### src/rtl/stepper_pkg.sv
// Shared types, the 8-entry coil pattern table and the phase stepping rule
// used by the stepper phase sequencer.
package stepper_pkg;

  typedef enum logic {
    IDLE = 1'b0,
    RUN  = 1'b1
  } seq_state_e;

  // Index 0 is the rightmost entry: 1000,1100,0100,0110,0010,0011,0001,1001.
  localparam logic [7:0][3:0] COIL_TABLE = {
    4'b1001, 4'b0001, 4'b0011, 4'b0010,
    4'b0110, 4'b0100, 4'b1100, 4'b1000
  };

  // Full-step only lands on odd (two-coil) indices; an even phase snaps one
  // position toward the direction of travel.
  function automatic logic [2:0] step_phase(input logic [2:0] phase,
                                            input logic       dir,
                                            input logic       half);
    logic [2:0] delta;
    delta = (half || !phase[0]) ? 3'd1 : 3'd2;
    step_phase = dir ? (phase + delta) : (phase - delta);
  endfunction

endpackage

### src/rtl/stepper_coil_decoder.sv
// Combinational 3-bit phase index to 4-bit coil pattern {A,B,C,D}.
module stepper_coil_decoder
  import stepper_pkg::*;
(
  input  logic [2:0] phase,
  output logic [3:0] pattern
);

  assign pattern = COIL_TABLE[phase];

endmodule

### src/rtl/stepper_phase_sequencer.sv
// Runs commanded step moves on a 4-coil unipolar stepper from an external step tick.
// Optional macro HOLD_RELEASE_EN releases the coils after HOLD_CYCLES idle cycles.
module stepper_phase_sequencer
  import stepper_pkg::*;
#(
  parameter int STEP_W      = 16,
  parameter int POS_W       = 16,
  parameter int HOLD_CYCLES = 5000000
) (
  input  logic              clock,
  input  logic              reset,
  input  logic              step_tick,
  input  logic              cmd_valid,
  output logic              cmd_ready,
  input  logic [STEP_W-1:0] cmd_steps,
  input  logic              cmd_dir,
  input  logic              cmd_half,
  input  logic              abort,
  output logic [3:0]        coils,
  output logic              busy,
  output logic              done,
  output logic [POS_W-1:0]  position
);

  seq_state_e        state_reg, state_next;
  logic [2:0]        phase_reg, phase_next;
  logic [3:0]        coils_reg, coils_next;
  logic [POS_W-1:0]  position_reg, position_next;
  logic [STEP_W-1:0] remaining_reg, remaining_next;
  logic              dir_reg, dir_next;
  logic              half_reg, half_next;
  logic              done_reg, done_next;

  logic              accept;
  logic              hold_expire;
  logic [2:0]        stepped_phase;
  logic [2:0]        decode_phase;
  logic [3:0]        decoded;

  generate
    if (HOLD_CYCLES < 1) begin : g_hold_cycles_invalid
    end
  endgenerate

  assign accept        = cmd_valid && (state_reg == IDLE);
  assign stepped_phase = step_phase(phase_reg, dir_reg, half_reg);
  // In IDLE the decoder serves the accept (energize current phase); in RUN it
  // serves the tick (pattern of the phase being stepped to).
  assign decode_phase  = (state_reg == RUN) ? stepped_phase : phase_reg;

  stepper_coil_decoder u_decoder (
    .phase   (decode_phase),
    .pattern (decoded)
  );

`ifdef HOLD_RELEASE_EN
  localparam int HOLD_W = $clog2(HOLD_CYCLES + 1);
  logic [HOLD_W-1:0] idle_cnt_reg;

  always_ff @(posedge clock) begin
    if (reset || accept || (state_reg == RUN)) begin
      idle_cnt_reg <= '0;
    end else if (idle_cnt_reg != HOLD_W'(HOLD_CYCLES)) begin
      idle_cnt_reg <= idle_cnt_reg + HOLD_W'(1);
    end
  end

  assign hold_expire = (state_reg == IDLE) &&
                       (idle_cnt_reg == HOLD_W'(HOLD_CYCLES - 1));
`else
  assign hold_expire = 1'b0;
`endif

  always_comb begin
    state_next     = state_reg;
    phase_next     = phase_reg;
    coils_next     = coils_reg;
    position_next  = position_reg;
    remaining_next = remaining_reg;
    dir_next       = dir_reg;
    half_next      = half_reg;
    done_next      = 1'b0;

    case (state_reg)
      IDLE: begin
        if (accept) begin
          dir_next       = cmd_dir;
          half_next      = cmd_half;
          remaining_next = cmd_steps;
          coils_next     = decoded;
          if (cmd_steps == '0) begin
            done_next = 1'b1;
          end else begin
            state_next = RUN;
          end
        end else if (hold_expire) begin
          coils_next = 4'b0000;
        end
      end
      RUN: begin
        // Abort wins over a coincident tick: no step is taken.
        if (abort) begin
          state_next = IDLE;
        end else if (step_tick) begin
          phase_next     = stepped_phase;
          coils_next     = decoded;
          position_next  = dir_reg ? (position_reg + POS_W'(1))
                                   : (position_reg - POS_W'(1));
          remaining_next = remaining_reg - STEP_W'(1);
          if (remaining_reg == STEP_W'(1)) begin
            state_next = IDLE;
            done_next  = 1'b1;
          end
        end
      end
      default: begin
        state_next = IDLE;
      end
    endcase
  end

  always_ff @(posedge clock) begin
    if (reset) begin
      state_reg     <= IDLE;
      phase_reg     <= 3'd0;
      coils_reg     <= 4'b0000;
      position_reg  <= '0;
      remaining_reg <= '0;
      dir_reg       <= 1'b0;
      half_reg      <= 1'b0;
      done_reg      <= 1'b0;
    end else begin
      state_reg     <= state_next;
      phase_reg     <= phase_next;
      coils_reg     <= coils_next;
      position_reg  <= position_next;
      remaining_reg <= remaining_next;
      dir_reg       <= dir_next;
      half_reg      <= half_next;
      done_reg      <= done_next;
    end
  end

  assign cmd_ready = (state_reg == IDLE);
  assign busy      = (state_reg == RUN);
  assign done      = done_reg;
  assign coils     = coils_reg;
  assign position  = position_reg;

endmodule

### config.mk
export PLATFORM = sky130hd
export DESIGN_NAME = stepper_phase_sequencer
export DESIGN_NICKNAME = d
export VERILOG_FILES = /design/src/rtl/stepper_pkg.sv /design/src/rtl/stepper_coil_decoder.sv /design/src/rtl/stepper_phase_sequencer.sv
export SDC_FILE = /design/constraint.sdc
export NUM_CORES = 1
export LEC_CHECK = 0
export CAP_MARGIN = 20
export CORE_MARGIN = 10
export CORE_UTILIZATION = 50
export DETAILED_ROUTE_END_ITERATION = 8
export PLACE_DENSITY = 0.75
export REMOVE_ABC_BUFFERS = 1
export SYNTH_ARGS = -nofsm -noshare
export SYNTH_HDL_FRONTEND = slang
export SYNTH_HIERARCHICAL = 1
export SYNTH_SLANG_ARGS = --single-unit
### constraint.sdc
create_clock -name clock -period 3.2 [get_ports clock]
set_input_delay 0.8 -clock clock [delete_from_list [all_inputs] [get_ports clock]]
set_output_delay 0.8 -clock clock [all_outputs]
set_load 0.03 [all_outputs]
==> impl_metrics.yaml, run 1 <==
status:
  status: "completed"
run:
  cap_violations: 0
timing:
  drv_slew: 0
  relSlewSlack_pct: 63.1
  finClkSkew_ns: 0.00701
  setup_viol: 0
  worst_slew_pin_slew_ns: 0.549
  finalSetupTns_ns: 0
  grt_setup_unrepaired: "no"
  fin_crit_sh_pct: 81.6
  hold_viol: 0
  fmax_mhz: 383
  fin_crit_ns: 2.61
global_route:
  grt_max_degree: 30
  overflow: 0
  antenna_found_initial: 0
  grt_pass1_wl_mm: 12.7
  grt_pass1_vias: 2633
  grt_usage_pct: 17.0
final_layout:
  area_growth_pct: 23.6
  layout-drive-gt1-share_pct: 7.00
  fin_area_um2: 3500
  fill_cells: 489
  fin_util_pct: 63.6
  final_nets: 454
  antennaDiodeCount: 0
  regArea_um2: 861
  multi_input_area_um2: 1860
pwr:
  sw_frac_of_total_pct: 32.4
  vdd_drop_max_mv: 0.213
  p_comb_share_pct: 30.4
  leakagePower_nw: 1.28
  seqPwrFrac_pct: 40.2
  clkPwrFrac_pct: 29.4
  p_int_mw: 1.02
  p_per_area_nw_per_um2: 433
  p_sw_uw: 492
yosys:
  synth_edf_count: 0
  ys.flop_type: "dfxtp_1"
  yosysTopAreaCellShare_pct: 30.4
  seq_area_frac_synth_pct: 30.4
  syn-instance-count: 368
  synth_top_area_cell: "dfxtp_1"
  synthTopCellsByArea: "dfxtp_1 30%, a21oi_1 7.2%, ha_1 7.1%"
  synth_area_um2: 2830
  synthArstFlopShare_pct: 0
  synthDistinctLibCells: 63
  ys_ff_latch: 43
  synth_area_per_cell_um2: 7.70
  yosysWarnings: 6
route:
  avgRoutedWirePerCell_um: 15.8
  ant_nets: 0
  drc_errors: 0
  viasPerCell: 5.95
  route.vias.total: 2894
  first_pass_iters: 4
  wl_mm: 7.70
  initialDrtViolationCount: 205
clocking:
  insertion_delay_ns: 0.29
  cts_hold_buf: 0
  cts_setup_buffers: 0
  cts_tree: "built"
  cts_resized: 0
  htreeDepth: 2
  clock_sinks: 43
  clkTransAtPathRegs_ns: 0.08
  cts_root_buf: "clkbuf_8"
  cts_made_buffers: 5
  cts_buffer_depth: 2
floorplan:
  row_count: 27
  die_x_um: 95.3
  pin_count: 46
  die_h_um: 95.3
  core_region_area_um2: 5510
  die_area_um2: 9080
  start_util_pct: 51.4
worst_setup_path:
  arrival_ns: 2.85
  cp_slowest_stage_delay_ns: 0.44
  regToRegEndpoint: "position[12]"
  crit_type: "flip-flop to flip-flop"
  r2r-start: "dir_reg"
  ff2ff_setup_slack_ns: 0.59
  worst-path-max-fanout: 11
  ff2ff_path_depth: 9
  cpMostUsedCell: "o21ai_0"
  worst_setup_path_end_kind: "flip-flop"
  startpoint: "dir_reg"
  slowest_stage: "a2111oi_0"
  required_ns: 3.44
  endpoint: "position[12]"
  start_kind: "flip-flop"
  path_cells: "inv_1 -> buf_4 -> ha_1 -> and3_1 -> o21ai_0 -> a21oi_1 -> o21ai_0 -> a2111oi_0 -> a311o_1"
place:
  postPlaceCellArea_um2: 3380
  port_buffers: 45
  place_congestion: 0.879
  dp_hpwl_mm: 5.67
hold_path:
  min_path_type: "flip-flop to flip-flop"
synth_stat cells (3+ instances only):
cell type / instances
nor2_1: 47
dfxtp_1: 43
a21oi_1: 41
nand2_1: 39
o21ai_0: 24
ha_1: 16
clkbuf_1: 14
a211oi_1: 10
inv_1: 10
nand3_1: 9
nor3_1: 8
o22ai_1: 7
nor4_1: 6
nor2b_1: 5
xnor2_1: 5
a31oi_1: 4
and3_1: 4
buf_2: 4
o211ai_1: 4
mux2i_1: 3
nand2b_1: 3
nand4_1: 3
o21a_1: 3
or3_1: 3
xor2_1: 3
critical path, delay by kind of cell, from the launching register on:
family          cells  cell delay [ns]
compound gates      5             1.15
buf+inv             2             0.47
flops               1             0.39
fa+ha+maj           1             0.35
simple gates        1             0.19
metrics by stage:
stage	hold WS, ns	std cells	total power [mW]	setup WS (ns)
2_1_floorplan	0.439	350	0.923	0.259
3_3_place_gp	0.441	478	1.06	0.502
3_5_place_dp	0.447	478	1.07	0.470
4_1_cts	0.459	486	1.52	0.605
5_1_grt	0.490	486	1.60	0.369
6_report	0.456	486	1.52	0.590
logic make-up after synthesis:
| kind of cell | Yosys count | share of synthesized area [%] |
|---|---|---|
| xor gates and xnor gates | 8 | 2.47 |
| buffers and inverters | 29 | 4.02 |
| and+or+nand+nor | 144 | 25.5 |
| AOI/OAI and AO/OA | 121 | 27.3 |
| muxes | 5 | 1.86 |
| DFF | 43 | 30.4 |
| adders and majority gates | 18 | 8.48 |
layout by cell type, fill, tap and decap left out, drive strengths merged, types with 10 or more instances in the layout:
cell type	count
inv	10
dfxtp	43
nand2	39
ha	16
buf	11
o21ai	24
nor2	48
a211oi	11
clkdlybuf4s50	45
a21oi	41
power groups by stage:
stage / combinational, mW / sequential [mW] / clock, mW
after floorplan: 0.280 / 0.644 / 0
after global placement: 0.446 / 0.619 / 0
after detailed placement: 0.454 / 0.620 / 0
after CTS: 0.457 / 0.608 / 0.455
after global routing: 0.509 / 0.614 / 0.481
final: 0.461 / 0.609 / 0.445
layout make-up:
type                            count  share of cell area (%)
Multi-Input combinational cell    296                    53.1
Tap cell                           72                    2.57
Clock buffer                        6                    2.36
Inverter                           11                    1.18
Clock inverter                      2                    1.00
Timing Repair Buffer               56                    15.2
Sequential cell                    43                    24.6
worst min-delay path by stage:
stage	startpoint	slack (ns)	cells past startpoint	endpoint
3_5_place_dp	coils[3]	0.45	2	coils[3]
6_report	coils[3]	0.46	2	coils[3]
5_1_grt	coils[0]	0.49	2	coils[0]
4_1_cts	coils[3]	0.46	2	coils[3]
2_1_floorplan	remaining_reg[1]	0.44	2	remaining_reg[1]
3_3_place_gp	coils[0]	0.44	2	coils[0]
metal layers:
layer	wire length [µm]	GRT usage, %	up-vias
met5	0	0	-
met4	51	4.11	0
met3	513	4.56	6
met2	3470	26.6	79
met1	3660	22.7	1360
li1	-	-	1449
Note: power is estimated with default switching activity, not from simulation.
==> run 2: changes to the inputs <==
CORE_UTILIZATION = 49   (was 50)
PLACE_DENSITY = 0.77   (was 0.75)
clock period = 2.3 ns   (was 3.2 ns; I/O delays follow)
==> impl_metrics.yaml, run 2 (synthesized netlist as in run 1, its figures left out) <==
status:
  status: "completed"
worst_setup_path:
  start_kind: "flip-flop"
  crit_type: "flip-flop to flip-flop"
  required_ns: 2.50
  startpoint: "dir_reg"
  endpoint: "position[15]"
  ff2ff_path_depth: 9
  r2r-start: "dir_reg"
  arrival_ns: 2.42
  worst_setup_path_end_kind: "flip-flop"
  regToRegEndpoint: "position[15]"
  worst-path-max-fanout: 5
  ff2ff_setup_slack_ns: 0.09
pwr:
  leakagePower_nw: 1.42
  p_per_area_nw_per_um2: 556
  vdd_drop_max_mv: 0.293
  power_mw: 2.10
global_route:
  grt_usage_pct: 18.0
  grt_pass1_vias: 2888
  antenna_found_initial: 0
  overflow: 0
  grt_max_degree: 44
  grt_pass1_wl_mm: 13.6
route:
  first_pass_iters: 4
  route.vias.total: 3023
  avgRoutedWirePerCell_um: 16.2
  topRoutingLayerUsed: "met4"
  ant_nets: 0
  wl_mm: 8.26
  wl_met3_um: 504
  drc_errors: 0
  initialDrtViolationCount: 248
  wl_met2_mm: 3.89
  viasPerCell: 5.94
  wl_met1_mm: 3.76
clocking:
  cts_tree: "built"
  cts_hold_buf: 0
  clock_sinks: 43
  cts_root_buf: "clkbuf_8"
  htreeDepth: 2
  clkTransAtPathRegs_ns: 0.08
  cts_buffer_depth: 2
  cts_made_buffers: 5
  insertion_delay_ns: 0.31
final_layout:
  area_growth_pct: 33.5
  final_common_cell: "nor2_1"
  layout-drive-gt1-share_pct: 15.3
  antennaDiodeCount: 0
  layout_common_cells: "46 x nor2_1, 44 x clkdlybuf4s50_1, 42 x dfxtp_1"
  stdcell_count: 509
  final_nets: 478
timing:
  setup_viol: 0
  hold_viol: 0
  fin_crit_ns: 2.21
  finClkSkew_ns: 0.00972
  grt_setup_unrepaired: "yes"
  relSlewSlack_pct: 70.5
  fmax_mhz: 452
  fin_crit_sh_pct: 96.2
  drv_slew: 0
  worst_slew_pin_slew_ns: 0.439
place:
  placed_cells: 500
  dp_hpwl_mm: 5.89
  place_congestion: 0.869
  port_buffers: 45
hold_path:
  min_path_type: "flip-flop to flip-flop"
  whs_path_depth: 2
floorplan:
  row_count: 27
  die_h_um: 96.0
  start_util_pct: 50.8
  core_region_area_um2: 5570
  die_area_um2: 9220
  pin_count: 46
  die_x_um: 96.0
run:
  cap_violations: 0
[run 2: layer usage]
layer	global-route usage [%]	vias up
met5	0	-
met4	6.02	0
met3	3.97	11
met2	28.1	78
met1	23.8	1433
li1	-	1501
[run 2: timing repair]
action                                  CTS  global route
endpoints found under the setup margin    3             9
hold endpoints to repair                  0             0
cloned                                    0             0
pin swaps                                 4             5
resized for setup                         5            14
buffers inserted                          0             2
[run 2: worst min path at each step]
stage	startpoint	endpoint	slack [ns]
finish	coils[0]	coils[0]	0.46
CTS	coils[0]	coils[0]	0.47
global route	coils[0]	coils[0]	0.49
detailed placement	coils[2]	coils[2]	0.45
floorplan	remaining_reg[1]	remaining_reg[1]	0.44
global placement	coils[0]	coils[0]	0.44
[run 2: final cells by class]
type	instances	area, µm²
clock inverters	1	5.00
clock buffers	6	82.6
inverters	11	41.3
multi-input cells	296	1950
fillers	472	1790
flip-flops and latches	43	862
repair buffers	80	752
well taps	72	90.1
[run 2: metrics by stage]
step	util [%]	hold WS [ns]	worst slack, ns	cell area, µm²	setup TNS, ns
2_1_floorplan	-	0.439	-0.641	2760	-11.37
3_3_place_gp	64.3	0.443	-0.0117	3580	-0.0117
3_5_place_dp	64.3	0.450	-0.0861	3580	-0.110
4_1_cts	66.3	0.468	0.000206	3690	0
5_1_grt	67.9	0.492	-0.0353	3780	-0.0882
6_report	67.9	0.463	0.0870	3780	0
[run 2: worst max-delay path, cell delays in order, from the launching register on]
cell,delay (ns)
dfxtp_2,0.34
inv_2,0.07
buf_4,0.17
buf_4,0.14
ha_1,0.29
buf_4,0.13
o2111a_1,0.21
o21ai_1,0.10
a221oi_2,0.30
mux2_2,0.36
[run 2: power breakdown]
group	total [mW]	internal, mW	switching [mW]
Clock	0.512	0.236	0.276
Combinational	0.741	0.347	0.395
Sequential	0.849	0.793	0.0555
Total	2.10	1.38	0.726
